[src/rtl/uart_pkg.sv]
// rtl/uart_pkg.sv - shared UART frame constants and transmit state type
package uart_pkg;

    localparam int   DATA_BITS     = 8;
    localparam logic START_BIT_VAL = 1'b0;
    localparam logic STOP_BIT_VAL  = 1'b1;
    localparam logic IDLE_LINE_VAL = 1'b1;

    typedef enum logic [1:0] {
        IDLE  = 2'd0,
        START = 2'd1,
        DATA  = 2'd2,
        STOP  = 2'd3
    } tx_state_t;

endpackage

[src/rtl/uart_tx_block_if.sv]
// rtl/uart_tx_block_if.sv - host-side signal bundle of the UART transmitter
interface uart_tx_block_if;
    import uart_pkg::*;

    logic [DATA_BITS-1:0] tx_data;
    logic                 data_write;
    logic                 error_clear;
    logic                 serial_out;
    logic                 tx_ready;
    logic                 tx_busy;
    logic                 overrun_error;

    modport master (
        output tx_data, data_write, error_clear,
        input  serial_out, tx_ready, tx_busy, overrun_error
    );

    modport slave (
        input  tx_data, data_write, error_clear,
        output serial_out, tx_ready, tx_busy, overrun_error
    );

endinterface

[src/rtl/tx_data_buff.sv]
// rtl/tx_data_buff.sv - one-byte holding buffer with sticky overrun flag
module tx_data_buff
    import uart_pkg::*;
(
    input  logic                 clk,
    input  logic                 rst,
    input  logic                 data_write,
    input  logic [DATA_BITS-1:0] tx_data,
    input  logic                 error_clear,
    input  logic                 xfer,
    output logic [DATA_BITS-1:0] buf_data,
    output logic                 buf_full,
    output logic                 overrun_error
);

    logic [DATA_BITS-1:0] data_q, data_d;
    logic                 full_q, full_d;
    logic                 ovr_q, ovr_d;

    // A transfer empties the buffer on the same edge, so a coincident write lands cleanly.
    always_comb begin
        data_d = data_q;
        full_d = full_q;
        ovr_d  = ovr_q;
        if (error_clear) begin
            ovr_d = 1'b0;
        end
        if (xfer) begin
            full_d = data_write;
            if (data_write) begin
                data_d = tx_data;
            end
        end else if (data_write) begin
            if (full_q) begin
                ovr_d = 1'b1;
            end else begin
                data_d = tx_data;
                full_d = 1'b1;
            end
        end
    end

    // Buffer registers; reset leaves the buffer empty and the flag clear.
    always_ff @(posedge clk) begin
        if (rst) begin
            data_q <= '0;
            full_q <= 1'b0;
            ovr_q  <= 1'b0;
        end else begin
            data_q <= data_d;
            full_q <= full_d;
            ovr_q  <= ovr_d;
        end
    end

    assign buf_data      = data_q;
    assign buf_full      = full_q;
    assign overrun_error = ovr_q;

endmodule

[src/rtl/uart_tx_block.sv]
// rtl/uart_tx_block.sv - UART transmitter: 8N1 framing, bit timer, shifter
module uart_tx_block
    import uart_pkg::*;
#(
    parameter int CLKS_PER_BIT = 10
) (
    input  logic            clk,
    input  logic            rst,
    uart_tx_block_if.slave  bus
);

    localparam int              TW        = (CLKS_PER_BIT > 1) ? $clog2(CLKS_PER_BIT) : 1;
    localparam logic [TW-1:0]   TIMER_MAX = TW'(CLKS_PER_BIT - 1);
    localparam logic [2:0]      LAST_BIT  = 3'(DATA_BITS - 1);

    tx_state_t            state_q, state_d;
    logic [TW-1:0]        timer_q, timer_d;
    logic [2:0]           bit_idx_q, bit_idx_d;
    logic [DATA_BITS-1:0] shifter_q, shifter_d;
    logic                 serial_q, serial_d;
    logic                 bit_end;
    logic                 xfer;
    logic [DATA_BITS-1:0] buf_data;
    logic                 buf_full;

    tx_data_buff u_buff (
        .clk           (clk),
        .rst           (rst),
        .data_write    (bus.data_write),
        .tx_data       (bus.tx_data),
        .error_clear   (bus.error_clear),
        .xfer          (xfer),
        .buf_data      (buf_data),
        .buf_full      (buf_full),
        .overrun_error (bus.overrun_error)
    );

    assign bit_end = (timer_q == TIMER_MAX);

    // Next-state logic; the line value is computed one edge ahead so serial_out stays registered.
    always_comb begin
        state_d   = state_q;
        timer_d   = timer_q;
        bit_idx_d = bit_idx_q;
        shifter_d = shifter_q;
        serial_d  = serial_q;
        xfer      = 1'b0;
        case (state_q)
            IDLE: begin
                timer_d  = '0;
                serial_d = IDLE_LINE_VAL;
                if (buf_full) begin
                    xfer      = 1'b1;
                    shifter_d = buf_data;
                    bit_idx_d = '0;
                    state_d   = START;
                    serial_d  = START_BIT_VAL;
                end
            end
            START: begin
                if (bit_end) begin
                    timer_d  = '0;
                    state_d  = DATA;
                    serial_d = shifter_q[0];
                end else begin
                    timer_d = timer_q + 1'b1;
                end
            end
            DATA: begin
                if (bit_end) begin
                    timer_d = '0;
                    if (bit_idx_q == LAST_BIT) begin
                        state_d  = STOP;
                        serial_d = STOP_BIT_VAL;
                    end else begin
                        shifter_d = shifter_q >> 1;
                        bit_idx_d = bit_idx_q + 1'b1;
                        serial_d  = shifter_q[1];
                    end
                end else begin
                    timer_d = timer_q + 1'b1;
                end
            end
            STOP: begin
                if (bit_end) begin
                    timer_d = '0;
                    if (buf_full) begin
                        // Chain straight into the next frame with no idle bit.
                        xfer      = 1'b1;
                        shifter_d = buf_data;
                        bit_idx_d = '0;
                        state_d   = START;
                        serial_d  = START_BIT_VAL;
                    end else begin
                        state_d  = IDLE;
                        serial_d = IDLE_LINE_VAL;
                    end
                end else begin
                    timer_d = timer_q + 1'b1;
                end
            end
            default: begin
                state_d  = IDLE;
                timer_d  = '0;
                serial_d = IDLE_LINE_VAL;
            end
        endcase
    end

    // State, timer, shifter and line registers; reset aborts any frame in flight.
    always_ff @(posedge clk) begin
        if (rst) begin
            state_q   <= IDLE;
            timer_q   <= '0;
            bit_idx_q <= '0;
            shifter_q <= '0;
            serial_q  <= IDLE_LINE_VAL;
        end else begin
            state_q   <= state_d;
            timer_q   <= timer_d;
            bit_idx_q <= bit_idx_d;
            shifter_q <= shifter_d;
            serial_q  <= serial_d;
        end
    end

    assign bus.serial_out = serial_q;
    assign bus.tx_busy    = (state_q != IDLE);
    assign bus.tx_ready   = !buf_full;

endmodule
[src/flat_wrapper.sv]
// flat-port wrapper written by rule: the top's interface ports become plain ports
module uart_tx_block_flat import uart_pkg::*;
#(
    parameter int CLKS_PER_BIT = 10
)
  (clk, rst, bus_tx_data, bus_data_write, bus_error_clear, bus_serial_out, bus_tx_ready, bus_tx_busy, bus_overrun_error);
  uart_tx_block_if bus_i ();
  input  logic clk;
  input  logic rst;
  input wire logic [$bits(bus_i.tx_data)-1:0] bus_tx_data;
  input wire logic [$bits(bus_i.data_write)-1:0] bus_data_write;
  input wire logic [$bits(bus_i.error_clear)-1:0] bus_error_clear;
  output wire logic [$bits(bus_i.serial_out)-1:0] bus_serial_out;
  output wire logic [$bits(bus_i.tx_ready)-1:0] bus_tx_ready;
  output wire logic [$bits(bus_i.tx_busy)-1:0] bus_tx_busy;
  output wire logic [$bits(bus_i.overrun_error)-1:0] bus_overrun_error;
  assign bus_i.tx_data = bus_tx_data;
  assign bus_i.data_write = bus_data_write;
  assign bus_i.error_clear = bus_error_clear;
  assign bus_serial_out = bus_i.serial_out;
  assign bus_tx_ready = bus_i.tx_ready;
  assign bus_tx_busy = bus_i.tx_busy;
  assign bus_overrun_error = bus_i.overrun_error;
  uart_tx_block #(.CLKS_PER_BIT(CLKS_PER_BIT)) u_core (.clk(clk), .rst(rst), .bus(bus_i));
endmodule
[config.mk]
export PLATFORM = sky130hd
export DESIGN_NAME = uart_tx_block_flat
export DESIGN_NICKNAME = d
export VERILOG_FILES = /design/src/rtl/uart_pkg.sv /design/src/rtl/uart_tx_block_if.sv /design/src/rtl/tx_data_buff.sv /design/src/rtl/uart_tx_block.sv /design/src/flat_wrapper.sv
export SDC_FILE = /design/constraint.sdc
export NUM_CORES = 1
export LEC_CHECK = 0
export ABC_AREA = 0
export CAP_MARGIN = 20
export CORE_ASPECT_RATIO = 0.6
export CORE_MARGIN = 8
export CORE_UTILIZATION = 54
export CTS_CLUSTER_SIZE = 8
export DETAILED_ROUTE_END_ITERATION = 10
export PLACE_DENSITY = 0.89
export SETUP_SLACK_MARGIN = 0.05
export SYNTH_ARGS = -nofsm -noshare
export SYNTH_HDL_FRONTEND = slang
export SYNTH_SLANG_ARGS = --single-unit
[constraint.sdc]
create_clock -name clk -period 2.4 [get_ports clk]
set_input_delay 0.48 -clock clk [delete_from_list [all_inputs] [get_ports clk]]
set_output_delay 0.48 -clock clk [all_outputs]
set_load 0.01 [all_outputs]
==> run_results.csv <==
group,metric,value,unit
global_route,antenna_found_initial,0,
clock_tree,cts_hold_buffers,0,
logic_synthesis,synth-edff-count,0,
critical_path,start_kind,"flop",
global_route,overflow,0,
worst_hold_path,min_path_cells,2,
critical_path,cpLargestDelayFamily,"buffers and inverters",
layout,nets,176,
logic_synthesis,synth_cells,135,
sta,tightest_slew,665,ps
critical_path,regToRegEndpoint,"u_core.state_q[0]",
floorplanning,placeableCoreArea,2230,um^2
sta,clock_skew,3.98,ps
detailed_routing,drt_first_pass_iters,4,
clock_tree,clock-sinks,28,
logic_synthesis,synth_flop_cell,"dfxtp_1",
placement,place_hpwl,2210,um
floorplanning,die_area,4320,um^2
critical_path,endpoint_kind,"primary output",
detailed_routing,wirelength,3030,um
clock_tree,cts_tree,"done",
placement,place.gp.congestion,0.799,
layout,fillers,154,
sta,holdWs,481,ps
detailed_routing,vias,1074,
logic_synthesis,synth.avg_cell_area,9.72,um^2
floorplanning,rows,13,
worst_hold_path,worstHoldStart,"u_core.u_buff.overrun_error",
critical_path,rrSetupSlack,230,ps
logic_synthesis,syn_area,1310,um^2
global_route,track_usage,14.6,%
detailed_routing,final_antenna_net_count,0,
floorplanning,pin_count,16,
sta,fin_crit_sh,90.7,%
sta,timing_max_transition_violations_final,0,
critical_path,crit_type,"reg -> out",
logic_synthesis,synth-seq-area-share,42.7,%
detailed_routing,post_drt_wl_per_cell,16.4,um
sta,finalSetupViolations,0,
global_route,grt_pass1_vias,1029,
clock_tree,cts_root_buf,"clkbuf_8",
logic_synthesis,synth_nets,156,
flow_run,drv_cap,0,
run_status,outcome,"completed",
clock_tree,cts_setup_buffers,0,
logic_synthesis,synth-seq-cells,28,
sta,rsz0062_at_grt,"false",
critical_path,crit_top_cell,"inv_1",
detailed_routing,drc_errors,0,
clock_tree,clock_latency,280,ps
critical_path,path_cells,"inv_1 > ha_1 > inv_1 > clkdlybuf4s50_1",
floorplanning,initial_core_util,58.9,%
logic_synthesis,synth.distinct_cells,29,
sta,fin_setup_tns,0,ps
critical_path,cp.required,1920,ps
global_route,grt_pass1_wl,4860,um
critical_path,worst-path-buf-inv,3,
layout,diodes,0,
power,leakage,0.610,nW
critical_path,worst-path-max-fanout,5,
global_route,grt_max_degree,17,
critical_path,max_stage_delay,530,ps
critical_path,ff2ff_path_depth,7,
power,powerDensity,1070,nW/um^2
logic_synthesis,yosysWarningCount,0,
placement,port_buffers,15,
floorplanning,die_y,54.2,um
layout,syn_to_final_growth,20.9,%
worst_hold_path,hp-class,"reg -> reg",
clock_tree,cts.clk_slew.worst_paths,100,ps
critical_path,r2r_start,"u_core.state_q[1]",
critical_path,cp_slowest_cell,"clkdlybuf4s50_1",
layout,drive_gt1_share,7.79,%
sta,finalHoldViolations,0,
clock_tree,numCtsBuffers,3,
floorplanning,die_w,79.6,um
placement,dp_cells,179,
sta,min_period,2180,ps
clock_tree,htree_levels,1,
detailed_routing,drt_iter0_markers,129,
sta,clock.fmax,459,MHz
logic_synthesis,async_reset_ff_share,0,%
sta,relSlewSlack,55.4,%
worst_hold_path,hold_end,"u_core.u_buff.overrun_error",
power,vdd_drop_max,764,uV
critical_path,critPathArrivalTime,1700,ps
critical_path,cp-startpoint,"u_core.state_q[1]",
detailed_routing,vias_per_cell,5.84,
clock_tree,ctsResizeCount,0,
clock_tree,clockBufferDepth,2,
layout,final-instance-count-excl-fill,184,
-- layer usage --
layer	up-vias	track usage (%)	share of wire, %	wire, um
met5	-	0	0	0
met4	0	6.10	1.6	47
met3	10	4.98	7.9	240
met2	50	23.4	46	1400
met1	488	17.9	44	1340
li1	526	-	-	-
-- Yosys cell counts, types with 2 or more instances --
cell / n / area, um^2
a211oi_1: 8 / 60.1
a21oi_1: 7 / 35.0
a222oi_1: 2 / 20.0
clkbuf_1: 4 / 15.0
dfxtp_1: 28 / 561
ha_1: 9 / 113
inv_1: 7 / 26.3
mux2i_1: 16 / 160
nand2_1: 2 / 7.51
nand2b_1: 3 / 18.8
nand3_1: 8 / 40.0
nand3b_1: 2 / 15.0
nor2_1: 14 / 52.6
nor3_1: 7 / 35.0
o21ai_1: 3 / 15.0
or3_1: 2 / 12.5
-- worst reg2reg max path: stages (launching register included) --
cell      delay [ps]
dfxtp_1          420
inv_1            110
ha_1             260
or3_4            360
a222oi_1         350
buf_4            210
o21ai_1           70
a221oi_1         300
-- sequential cells by signal, summed over array words and instances, names as in the netlist --
name,count
u_core.u_buff.buf_full,1
u_core.shifter_q,8
u_core.u_buff.buf_data,8
u_core.bit_idx_q,3
u_core.bus.serial_out,1
u_core.state_q,2
u_core.timer_q,4
u_core.u_buff.overrun_error,1
-- power by group --
group          total (mW)  switching [mW]  internal, mW
Sequential          0.616          0.0653         0.550
Clock               0.377           0.153         0.224
Combinational       0.700           0.368         0.333
Total                1.69           0.586          1.11
-- placed cells by master (no fill, tap or decap) --
cell             count
a211oi_1             8
a21boi_1             1
a21oi_1              7
a221oi_1             1
a222oi_1             2
a311o_1              1
and3b_1              1
and4b_1              1
buf_4                4
bufinv_16            1
clkbuf_8             3
clkdlybuf4s50_1     15
dfxtp_1             28
ha_1                 9
inv_1                7
inv_2                1
mux2i_1             16
nand2_1              2
nand2b_1             3
nand3_1              8
nand3b_1             2
nor2_1              14
nor3_1               7
nor3_2               1
nor3b_1              1
o21ai_0              1
o21ai_1              3
o311ai_4             1
or3_1                2
or3_4                1
xnor2_1              1
xor2_1               1
-- final cells by class --
| type | instances | area, um^2 | area share, % |
|---|---|---|---|
| Multi-Input combinational cell | 95 | 707 | 44.6 |
| Sequential cell | 28 | 561 | 35.3 |
| Timing Repair Buffer | 19 | 180 | 11.4 |
| Clock buffer | 3 | 41.3 | 2.60 |
| Tap cell | 30 | 37.5 | 2.37 |
| Clock inverter | 1 | 30.0 | 1.89 |
| Inverter | 8 | 30.0 | 1.89 |
-- through the flow --
step | power, mW | cell area (um^2) | setup WS (ps) | utilization [%]
3_3_place_gp | 1.24 | 1510 | 378 | 67.7
2_1_floorplan | 1.09 | 1310 | 411 | -
3_5_place_dp | 1.28 | 1510 | 140 | 67.7
6_report | 1.69 | 1590 | 223 | 71.2
5_1_grt | 1.78 | 1590 | 148 | 71.2
4_1_cts | 1.66 | 1580 | 121 | 70.9
-- worst max path at each step --
stage / slack [ps] / cells past startpoint / end
6_report: 220 / 4 / bus_tx_busy
5_1_grt: 150 / 4 / bus_tx_busy
4_1_cts: 120 / 6 / u_core.state_q[0]
3_5_place_dp: 140 / 6 / u_core.state_q[0]
3_3_place_gp: 380 / 6 / u_core.state_q[0]
2_1_floorplan: 410 / 6 / u_core.state_q[0]
-- kinds of logic after synthesis --
family          count (synthesis)  share of synthesized area [%]
simple gates                   43                           17.4
flops                          28                           42.7
compound gates                 25                           14.3
mux                            16                           12.2
buf+inv                        12                           3.43
fa+ha+maj                       9                           8.58
xor+xnor                        2                           1.33
Note: power is estimated with default switching activity, not from simulation.
